**config.mk**
```make
export PLATFORM = sky130hd
export DESIGN_NAME = clause_cell_seq
export DESIGN_NICKNAME = d
export VERILOG_FILES = /design/src/rtl/clause_cell_seq.sv
export SDC_FILE = /design/constraint.sdc
export NUM_CORES = 1
export LEC_CHECK = 0
export CORE_UTILIZATION = 43
export DETAILED_ROUTE_END_ITERATION = 10
export MAX_ROUTING_LAYER = met4
export PLACE_DENSITY_LB_ADDON = 0.25
export SYNTH_ARGS = -nofsm -noshare
export SYNTH_HDL_FRONTEND = slang
export SYNTH_SLANG_ARGS = --single-unit
```
**constraint.sdc**
```tcl
create_clock -name clk -period 3.8 [get_ports clk]
set_input_delay 0.76 -clock clk [delete_from_list [all_inputs] [get_ports clk]]
set_output_delay 0.76 -clock clk [all_outputs]
set_load 0.01 [all_outputs]
```
**src/rtl/clause_cell_seq.sv**
```systemverilog
// One clause of NUM_LITS stored literals, evaluated on request against captured variable values.
// Reports satisfied / conflict / unit status and offers unit implications over valid/ready.
module clause_cell_seq #(
    parameter int unsigned NUM_LITS = 8,
    localparam int unsigned IDX_W = $clog2(NUM_LITS)
) (
    input  logic                    clk,
    input  logic                    rst,
    input  logic                    wr_i,
    input  logic [2*NUM_LITS-1:0]   lit_i,
    output logic [2*NUM_LITS-1:0]   lit_o,
    input  logic                    eval_i,
    input  logic [3*NUM_LITS-1:0]   var_value_i,
    output logic [3*NUM_LITS-1:0]   var_value_o,
    output logic                    busy_o,
    output logic                    clausesat_o,
    output logic                    cclause_o,
    output logic [1:0]              freelitcnt_o,
    output logic                    imp_valid_o,
    input  logic                    imp_ready_i,
    output logic [IDX_W-1:0]        imp_idx_o,
    output logic [1:0]              imp_value_o
);

    typedef enum logic [1:0] {StIdle, StEval, StImply} state_e;

    state_e                  state_q, state_d;
    logic [2*NUM_LITS-1:0]   lits_q, lits_d;
    logic [2*NUM_LITS-1:0]   vals_q, vals_d;   // captured value codes; implied flags not needed
    logic                    sat_q, sat_d;
    logic                    cc_q, cc_d;
    logic [1:0]              cnt_q, cnt_d;
    logic                    imp_valid_q, imp_valid_d;
    logic [IDX_W-1:0]        imp_idx_q, imp_idx_d;
    logic [1:0]              imp_value_q, imp_value_d;

    logic                    any_sat;
    logic [1:0]              free_cnt;
    logic [IDX_W-1:0]        free_idx;

    // Clause evaluation over the captured values
    always_comb begin
        any_sat  = 1'b0;
        free_cnt = 2'd0;
        free_idx = '0;
        for (int i = 0; i < int'(NUM_LITS); i++) begin
            if (lits_q[2*i +: 2] != 2'b00 && vals_q[2*i +: 2] == lits_q[2*i +: 2]) begin
                any_sat = 1'b1;
            end
            if (lits_q[2*i +: 2] != 2'b00 && vals_q[2*i +: 2] == 2'b00) begin
                if (free_cnt != 2'd2) free_cnt = free_cnt + 2'd1;
                free_idx = IDX_W'(i);
            end
        end
    end

    always_comb begin
        state_d     = state_q;
        lits_d      = lits_q;
        vals_d      = vals_q;
        sat_d       = sat_q;
        cc_d        = cc_q;
        cnt_d       = cnt_q;
        imp_valid_d = imp_valid_q;
        imp_idx_d   = imp_idx_q;
        imp_value_d = imp_value_q;
        if (wr_i) begin
            // A write aborts any evaluation or pending offer
            lits_d      = lit_i;
            sat_d       = 1'b0;
            cc_d        = 1'b0;
            cnt_d       = 2'd0;
            imp_valid_d = 1'b0;
            state_d     = StIdle;
        end else begin
            unique case (state_q)
                StIdle: begin
                    if (eval_i) begin
                        for (int i = 0; i < int'(NUM_LITS); i++) begin
                            vals_d[2*i +: 2] = var_value_i[3*i +: 2];
                        end
                        state_d = StEval;
                    end
                end
                StEval: begin
                    sat_d   = any_sat;
                    cc_d    = !any_sat && free_cnt == 2'd0;
                    cnt_d   = free_cnt;
                    state_d = StIdle;
                    if (!any_sat && free_cnt == 2'd1) begin
                        imp_valid_d = 1'b1;
                        imp_idx_d   = free_idx;
                        imp_value_d = lits_q[2*int'(free_idx) +: 2];
                        state_d     = StImply;
                    end
                end
                StImply: begin
                    if (imp_ready_i) begin
                        imp_valid_d = 1'b0;
                        cnt_d       = 2'd0;
                        sat_d       = 1'b1;
                        state_d     = StIdle;
                    end
                end
                default: state_d = StIdle;
            endcase
        end
    end

    always_ff @(posedge clk or posedge rst) begin
        if (rst) begin
            state_q     <= StIdle;
            lits_q      <= '0;
            vals_q      <= '0;
            sat_q       <= 1'b0;
            cc_q        <= 1'b0;
            cnt_q       <= 2'd0;
            imp_valid_q <= 1'b0;
            imp_idx_q   <= '0;
            imp_value_q <= 2'b00;
        end else begin
            state_q     <= state_d;
            lits_q      <= lits_d;
            vals_q      <= vals_d;
            sat_q       <= sat_d;
            cc_q        <= cc_d;
            cnt_q       <= cnt_d;
            imp_valid_q <= imp_valid_d;
            imp_idx_q   <= imp_idx_d;
            imp_value_q <= imp_value_d;
        end
    end

    // While offering, show the implied assignment on its slot
    always_comb begin
        var_value_o = var_value_i;
        if (state_q == StImply) begin
            var_value_o[3*int'(imp_idx_q) +: 3] = {1'b1, imp_value_q};
        end
    end

    assign lit_o        = lits_q;
    assign busy_o       = state_q != StIdle;
    assign clausesat_o  = sat_q;
    assign cclause_o    = cc_q;
    assign freelitcnt_o = cnt_q;
    assign imp_valid_o  = imp_valid_q;
    assign imp_idx_o    = imp_idx_q;
    assign imp_value_o  = imp_value_q;

endmodule
```
==> flow_metrics.tcl, run 1 <==
set metrics [dict create \
    status "finished with violations" \
    failed_checks "setup timing" \
    fin_crit_ns 3.90 \
    synth.top_cell.area_share_pct 34.2 \
    clockRootBuffer "clkbuf_8" \
    seqPwrFrac_pct 29.0 \
    drtPass1Iterations 4 \
    dp_worst_setup_slack_ns -0.185 \
    swShare_pct 40.6 \
    switchingPower_mw 0.913 \
    powerDensity_mw_per_mm2 465 \
    synth-main-ff-cell "dfrtp_1" \
    critPathMaxStageDelay_ns 0.40 \
    synthArstFlopShare_pct 100 \
    cts_max_path_buffers 2 \
    critPathCaptureType "register" \
    final_util_pct 66.7 \
    totalWireLength_um 9220 \
    num-nets-final 504 \
    io_buffers 95 \
    p_comb_share_pct 57.5 \
    antenna_left 0 \
    synth_cell_type_count 62 \
    fin_worst_skew_ns 0.00780 \
    worstMarginPinSlew_ns 0.799 \
    power_frac_clock_pct 13.5 \
    arrival_ns 4.12 \
    critPathRequiredTime_ns 4.02 \
    yosysTopAreaCell "dfrtp_1" \
    setup_viol 6 \
    start_util_pct 44.4 \
    synth.avg_cell_area_sq_um 10.3 \
    postCtsHoldBufs 0 \
    start_kind "register" \
    core_sq_mm 0.00725 \
    avgViaCountPerCell 5.48 \
    slew_headroom_pct 46.5 \
    wl_per_cell_um 16.7 \
    grt_first_pass_wirelength_um 14600 \
    yosysSeqAreaShare_pct 34.2 \
    synth_area_sq_mm 0.00322 \
    dieArea_sq_mm 0.00783 \
    overflow 0 \
    antenna_found_initial 0 \
    cts_sinks 44 \
    worstSetupPathType "reg -> reg" \
    place_inst 539 \
    slew_violations 0 \
    clkLatencyLatePin_ns 0.30 \
    stdcell_count 551 \
    multiInputGateArea_sq_mm 0.00222 \
    synth_edf_count 0 \
    grt_max_degree 26 \
    synthToLayoutAreaGrowth_pct 50.4 \
    ys_ff_latch 44 \
    gp_congestion 0.898 \
    ys_warn_count 0 \
    crit_chain "nor2_2, o21ai_4, inv_2, ha_4, a21boi_4, o21a_1, buf_4, nor3b_4, o22ai_2, buf_4, nor4_4, nor4_4, ha_1, a221oi_2, o311ai_2, nor4_4, buf_4, mux2i_1" \
    htreeDepth 2 \
    track_usage_pct 25.0 \
    dp_hpwl_um 7080 \
    hold_path.class "reg -> reg" \
    seq_area_sq_mm 0.00110 \
    rsz0062_at_grt "true" \
    ir_drop_mv 0.223 \
    holdCritStartpoint "imp_valid_o" \
    critPathLaunch "vals_q[1]" \
    drive_above_1_share_pct 33.2 \
    clock.fmax_mhz 257 \
    vias 3021 \
    fin_crit_sh_pct 103 \
    synth_fp_nets 365 \
    first_global_vias 2926 \
    cap_violations 0 \
    fp.dieW_um 88.5 \
    p_int_mw 1.34 \
    hold_viol 0 \
    netlist_top_cells_area "dfrtp_1 (34%), mux2_2 (17%), ha_1 (3.1%)" \
    cts_buffers 5 \
    rows 31 \
    drcViolationCount 0 \
    dr.first_iter.drc_count 192 \
    clk_pin_slew_ns 0.09 \
    layout_setup_ws_ns -0.0951 \
    fill_cells 604 \
    rr_startpoint "vals_q[1]" \
    ios 96 \
    path_max_fanout 5 \
    synthCells 312 \
    die_h_um 88.5 \
    tritoncts "done" \
    power.leakage_nw 1.92 \
    cp_slowest_cell "dfrtp_1" \
    diodes 0 \
]
## synthesized netlist by cell type (8+ instances only)
library cell / n
dfrtp_1: 44
ha_1: 8
inv_1: 9
mux2_2: 48
mux2i_1: 8
nand2_1: 21
nand2b_1: 9
nand3_1: 14
nor2_1: 22
nor4bb_1: 9
o21a_1: 9
o21ai_0: 17
xnor2_1: 11
## flip-flops by register name, summed over array words and instances (netlist names)
name,cells
lit_o,16
vals_q,16
imp_idx_o,3
freelitcnt_o,2
imp_value_o,2
state_q,2
cclause_o,1
clausesat_o,1
imp_valid_o,1
## metal layers
metal	wire [um]	track usage [%]	vias up
li1	-	-	1450
met1	4080	33.2	1466
met2	4570	40.5	93
met3	415	3.36	12
met4	148	6.30	0
met5	0	-	-
## logic make-up (layout without fill, tap and decap cells)
logic type,after synthesis,after routing,share of synthesized area (%)
xor gates and xnor gates,12,12,3.50
AOI/OAI and AO/OA,65,65,15.8
DFF,44,44,34.2
and+or+nand+nor,111,111,21.0
buffers and inverters,14,154,2.10
adders and majority gates,8,8,3.11
muxes,58,58,20.2
## cell usage in the layout (no fill, tap or decap), types with 3 or more instances in the layout
master / Yosys / final
a21oi_1: 6 / 4
a21oi_2: 1 / 3
a31oi_2: 2 / 3
buf_4: 0 / 42
clkbuf_8: 0 / 5
clkdlybuf4s50_1: 0 / 95
dfrtp_1: 44 / 42
ha_1: 8 / 5
inv_1: 9 / 7
mux2_2: 48 / 48
mux2i_1: 8 / 8
nand2_1: 21 / 21
nand2b_1: 9 / 9
nand3_1: 14 / 14
nand4_1: 3 / 3
nor2_1: 22 / 20
nor2_2: 1 / 3
nor4_4: 3 / 4
nor4bb_1: 9 / 9
o211ai_1: 3 / 3
o21a_1: 9 / 7
o21ai_0: 17 / 15
or2_2: 3 / 3
xnor2_1: 11 / 11
## worst paths after layout
kind	slack [ns]	cells after the start	end
worst max-delay path	-0.1	18	imp_idx_o[1]
worst min-delay path	0.50	1	imp_valid_o
worst max register to register	-0.1	18	imp_idx_o[1]
worst min register to register	0.50	1	imp_valid_o
max in group asynchronous	2.29	3	lit_o[0]
min in group asynchronous	0.77	2	imp_valid_o
## final cells by class
class / count / share of cell area (%)
clock buffers: 5 / 1.42
clock inverters: 3 / 0.440
flip-flops and latches: 44 / 22.8
well taps: 99 / 2.56
multi-input cells: 254 / 45.9
inverters: 9 / 0.698
repair buffers: 137 / 26.2
## worst max-delay path: cells and delay by family, from the launching register on
family	cells	cell delay (ns)
mux	1	0.20
simple gates	5	1.01
flops	1	0.40
fa+ha+maj	2	0.51
compound gates	6	1.07
buf+inv	4	0.61
## metrics by stage
step / hold slack, ns / TNS, ns / instance area, sq um / power (mW)
detailed placement: 0.483 / -0.926 / 4600 / 1.83
finish: 0.501 / -0.402 / 4840 / 2.25
floorplan: 0.496 / -0.248 / 3270 / 1.38
CTS: 0.505 / -0.00553 / 4690 / 2.14
global route: 0.526 / -1.81 / 4840 / 2.39
global placement: 0.480 / -0.456 / 4600 / 1.80
## power groups by stage
stage	Combinational [mW]	Sequential [mW]	Clock [mW]
2_1_floorplan	0.720	0.660	0
3_3_place_gp	1.15	0.657	0
3_5_place_dp	1.17	0.659	0
4_1_cts	1.18	0.650	0.309
5_1_grt	1.40	0.666	0.332
6_report	1.29	0.652	0.305
## what timing repair did
item / CTS / global route
resized for setup: 3 / 22
endpoints found under the setup margin: 6 / 8
setup buffers: 0 / 4
pin swaps: 4 / 6
(Power assumes the default switching activity.)
==> run 2, diff against run 1 <==
- CELL_PAD_IN_SITES_DETAIL_PLACEMENT: unset -> 1
- CELL_PAD_IN_SITES_GLOBAL_PLACEMENT: unset -> 1
- CORE_UTILIZATION: 43 -> 33
==> flow_metrics.tcl, run 2 (synthesis results as in run 1) <==
set metrics [dict create \
    stdcell_count 590 \
    overflow 0 \
    avgViaCountPerCell 5.23 \
    start_util_pct 34.5 \
    cap_violations 0 \
    failed_checks "setup timing" \
    cts_buffers 5 \
    drtPass1Iterations 4 \
    diodes 0 \
    cts_max_path_buffers 2 \
    power.leakage_nw 1.96 \
    layout_commonest_cell "clkdlybuf4s50_1" \
    rows 35 \
    final_util_pct 52.7 \
    fin_crit_ns 3.95 \
    crit_chain "nor2_2, o21a_4, ha_4, xnor2_2, nor3_2, a21oi_2, o21a_2, a31o_4, nor4_4, nor4_2, ha_1, a221oi_2, o311ai_2, nor4_4, buf_4, mux2i_1" \
    track_usage_pct 22.2 \
    io_buffers 95 \
    dp_hpwl_um 8460 \
    layout_common_cells "clkdlybuf4s50_1 (95), buf_4 (51), mux2_2 (48)" \
    num-nets-final 513 \
    post_dp_cell_area_sq_mm 0.00470 \
    powerDensity_mw_per_mm2 473 \
    clock.fmax_mhz 253 \
    drcViolationCount 0 \
    first_global_vias 3234 \
    cp_common_cell "nor4_4" \
    critPathMaxStageDelay_ns 0.41 \
    tritoncts "done" \
    vias 3087 \
    die_h_um 101 \
    dr.first_iter.drc_count 115 \
    ir_drop_mv 0.154 \
    fin_crit_sh_pct 104 \
    slew_headroom_pct 50.3 \
    fin_area_sq_mm 0.00491 \
    rsz0062_at_grt "true" \
    crit_buf_inv 1 \
    wl_per_cell_um 18.1 \
    critPathRequiredTime_ns 4.02 \
    dp_worst_setup_slack_ns -0.370 \
    postCtsHoldBufs 0 \
    ios 96 \
    crit_family "compound AO/OA/AOI/OAI gates" \
    grt_first_pass_wirelength_um 16800 \
    dieArea_sq_mm 0.0101 \
    hold_path.class "reg -> reg" \
    path_max_fanout 5 \
    hold_viol 0 \
    setup_viol 6 \
    arrival_ns 4.17 \
    worstMarginPinSlew_ns 0.741 \
    status "finished with violations" \
    antenna_left 0 \
    clk_pin_slew_ns 0.09 \
    worstSetupPathType "reg -> reg" \
    critPathCaptureType "register" \
    grt_max_degree 28 \
    clockRootBuffer "clkbuf_8" \
    core_sq_mm 0.00933 \
    totalWireLength_um 10700 \
    clkLatencyLatePin_ns 0.31 \
    antenna_found_initial 0 \
    layout_setup_ws_ns -0.154 \
    fp.dieW_um 101 \
    htreeDepth 2 \
    holdWs_ns 0.524 \
    drive_above_1_share_pct 34.3 \
    start_kind "register" \
    synthToLayoutAreaGrowth_pct 52.8 \
    cp_slowest_cell "dfrtp_1" \
    slew_violations 0 \
    fill_cells 1054 \
    fin_worst_skew_ns 0.0120 \
    cts_sinks 44 \
    place_inst 578 \
    gp_congestion 0.901 \
]
-- run 2: changes by cell type in the layout (fill, tap and decap cells not counted), sizes merged --
| cell | previous run | this run |
|---|---|---|
| buf | 42 | 51 |
| clkinvlp | 1 | 0 |
| inv | 9 | 8 |
| bufinv | 0 | 1 |
| clkbuf | 5 | 6 |
-- run 2: area by class of cell --
type	count	area, sq um	area share (%)
tap	129	161	3.28
timing repair buffer	146	1330	27.1
clock inverter	2	35.0	0.713
sequential	44	1100	22.5
clock buffer	6	72.6	1.48
inverter	9	33.8	0.687
multi-input combinational	254	2170	44.2
-- run 2: stage by stage --
step | total power [mW] | TNS [ns]
6_report | 2.33 | -0.750
5_1_grt | 2.46 | -1.83
4_1_cts | 2.31 | -0.0558
3_5_place_dp | 1.90 | -2.22
3_3_place_gp | 1.86 | -0.875
2_1_floorplan | 1.38 | -0.248
-- run 2: layer usage --
| layer | share of wire [%] | up-vias | track usage [%] |
|---|---|---|---|
| li1 | - | 1471 | - |
| met2 | 51 | 81 | 38.9 |
| met5 | 0 | - | - |
| met4 | 1.1 | 0 | 4.79 |
| met1 | 44 | 1523 | 27.4 |
| met3 | 3.5 | 12 | 2.77 |
-- run 2: report_power, final --
group | switching (mW) | leakage (nW) | internal, mW
combinational | 0.629 | 1.39 | 0.666
clock | 0.177 | 0.0552 | 0.196
sequential | 0.111 | 0.524 | 0.547
total | 0.918 | 1.96 | 1.41
-- run 2: path summary, 6_finish.rpt --
path | start | endpoint | slack [ns] | cells after the start
worst max-delay path | vals_q[3] | imp_idx_o[1] | -0.15 | 16
worst min-delay path | imp_valid_o | imp_valid_o | 0.52 | 1
worst max register to register | vals_q[3] | imp_idx_o[1] | -0.15 | 16
worst min register to register | imp_valid_o | imp_valid_o | 0.52 | 1
max in group asynchronous | rst | lit_o[1] | 2.23 | 3
min in group asynchronous | rst | lit_o[9] | 0.79 | 2
-- run 2: what timing repair did --
action / 4_1_cts / 5_1_grt
setup buffers: 2 / 2
gates resized for setup: 10 / 10
setup endpoints to repair: 8 / 12
pin swaps: 8 / 7
==> run 3, diff against run 2 <==
- ABC_AREA: unset -> 1
- clock period: 3.8 -> 4.2 ns (I/O delays scaled with it)
==> flow_metrics.tcl, run 3 <==
set metrics [dict create \
    stdcell_count 664 \
    place_inst 656 \
    wl_per_cell_um 15.4 \
    setup_viol 0 \
    status "finished clean" \
    clk_pin_slew_ns 0.09 \
    grt_max_degree 45 \
    rr_worst_depth 20 \
    layout_commonest_cell "nand2_1" \
    critPathLaunch "imp_idx_o[0]" \
    r2r_end "imp_idx_o[0]" \
    holdCritStartpoint "imp_valid_o" \
    rsz0062_at_grt "false" \
    clkLatencyLatePin_ns 0.30 \
    cap_violations 0 \
    yosysTopAreaCell "dfrtp_1" \
    setup-tns-final_ns 0 \
    start_util_pct 34.7 \
    synth-main-ff-cell "dfrtp_1" \
    dp_worst_setup_slack_ns 0.700 \
    layout_common_cells "nand2_1 (140), clkdlybuf4s50_1 (95), inv_1 (63)" \
    synthToLayoutAreaGrowth_pct 37.8 \
    synthArstFlopShare_pct 100 \
    worstMarginPinSlew_ns 0.793 \
    postCtsHoldBufs 0 \
    fin_crit_ns 3.60 \
    synth_fp_nets 512 \
    first_global_vias 3616 \
    drcViolationCount 0 \
    track_usage_pct 22.6 \
    cts_sinks 44 \
    dr.first_iter.drc_count 59 \
    diodes 0 \
    htreeDepth 2 \
    rr_startpoint "lit_o[1]" \
    yosysSeqAreaShare_pct 35.7 \
    totalWireLength_um 10300 \
    yosysMostFrequentCell "nand2_1" \
    dp_hpwl_um 8360 \
    drtPass1Iterations 4 \
    slew_violations 0 \
    path_max_fanout 11 \
    vias 3382 \
    hold_viol 0 \
    reg2reg_slack_ns 0.69 \
    start_kind "register" \
    overflow 0 \
    clockRootBuffer "clkbuf_8" \
    cts_max_path_buffers 2 \
    seq_area_sq_mm 0.00110 \
    avgViaCountPerCell 5.09 \
    gp_congestion 0.870 \
    tritoncts "done" \
    antenna_found_initial 0 \
    worstSetupEndpoint "var_value_o[1]" \
    multiInputGateArea_sq_mm 0.00169 \
    rows 34 \
    core_sq_mm 0.00889 \
    ir_drop_mv 0.217 \
    fin_worst_skew_ns 0.0142 \
    final_util_pct 47.8 \
    critPathRequiredTime_ns 3.36 \
    ys_ff_latch 44 \
    slew_headroom_pct 47.1 \
    ys_warn_count 0 \
    worstSetupPathType "reg -> out" \
    cts_resized 0 \
    hold_path_depth 2 \
    num-nets-final 608 \
    critPathCaptureType "primary output" \
    grt_first_pass_wirelength_um 17200 \
    synth_common_cells "nand2_1 (140), inv_1 (64), o21ai_0 (61)" \
    fin_crit_sh_pct 85.7 \
    synthCells 459 \
    synth.top_cell.area_share_pct 35.7 \
    antenna_left 0 \
    fp.dieW_um 98.7 \
    cts_buffers 5 \
    layout_setup_ws_ns 0.599 \
    ios 96 \
    synth.avg_cell_area_sq_um 6.72 \
    die_h_um 98.7 \
    hold_path.class "reg -> reg" \
    netlist_top_cells_area "dfrtp_1 (36%), nand2_1 (17%), o21ai_0 (9.9%)" \
    io_buffers 95 \
    drive_above_1_share_pct 7.73 \
    post_cts_buffers 0 \
    synth_edf_count 0 \
    arrival_ns 2.76 \
    clock.fmax_mhz 278 \
    power.leakage_nw 2.02 \
    powerDensity_mw_per_mm2 391 \
    synth_area_sq_mm 0.00309 \
    synth_cell_type_count 34 \
    dieArea_sq_mm 0.00974 \
    fill_cells 1167 \
]
==> run 3: cell types whose count changed after synthesis, sizes merged, moves of 8 or more <==
cell,delta
nand2,+132
inv,+60
mux2,-50
o21ai,+43
nand3,+17
nor2,+11
xnor2,-11
nand2b,-9
nor4bb,-9
mux2i,-8
o21a,-8
==> run 3: how the worst min path moves through the flow <==
stage	to	slack, ns
floorplan	vals_q[3]	0.49
global placement	imp_valid_o	0.49
detailed placement	imp_valid_o	0.51
CTS	imp_valid_o	0.54
global route	imp_valid_o	0.55
finish	imp_valid_o	0.53
==> run 3: power breakdown <==
part	leakage (nW)	internal (mW)	switching, mW
Sequential	0.554	0.483	0.0758
Clock	0.0434	0.133	0.159
Combinational	1.43	0.318	0.495
==> run 3: per-layer routing <==
| metal | track usage [%] | routed length, um |
|---|---|---|
| met5 | - | 0 |
| met2 | 38.1 | 5050 |
| met1 | 28.0 | 4670 |
| met4 | 7.12 | 182 |
| met3 | 3.26 | 354 |
==> run 3: layout make-up <==
type	count	area share, %
multi-input combinational	338	39.8
inverter	69	6.09
tap	108	3.18
sequential	44	25.9
clock buffer	6	1.94
timing repair buffer	97	22.7
clock inverter	2	0.353
==> run 3: kinds of logic after synthesis <==
kind of cell | Yosys count | share of synthesized area [%]
and+or+nand+nor | 237 | 35.0
AOI/OAI and AO/OA | 90 | 15.8
buffers and inverters | 77 | 9.41
DFF | 44 | 35.7
adders and majority gates | 8 | 3.24
xor gates and xnor gates | 3 | 0.852
==> run 3: stage by stage <==
stage	power (mW)	hold WS (ns)	area [sq um]
after floorplan	1.08	0.490	3090
after global placement	1.34	0.490	4160
after detailed placement	1.38	0.510	4160
after CTS	1.67	0.537	4250
after global routing	1.79	0.551	4250
final	1.66	0.528	4250
==> run 3: critical path: stages (launching register included) <==
cell and delay, ns:
dfrtp_1 0.59, inv_1 0.12, ha_1 0.23, xor2_1 0.19
inv_1 0.06, nor2_1 0.23, nand4_1 0.26, o21ai_0 0.22
clkdlybuf4s50_1 0.57
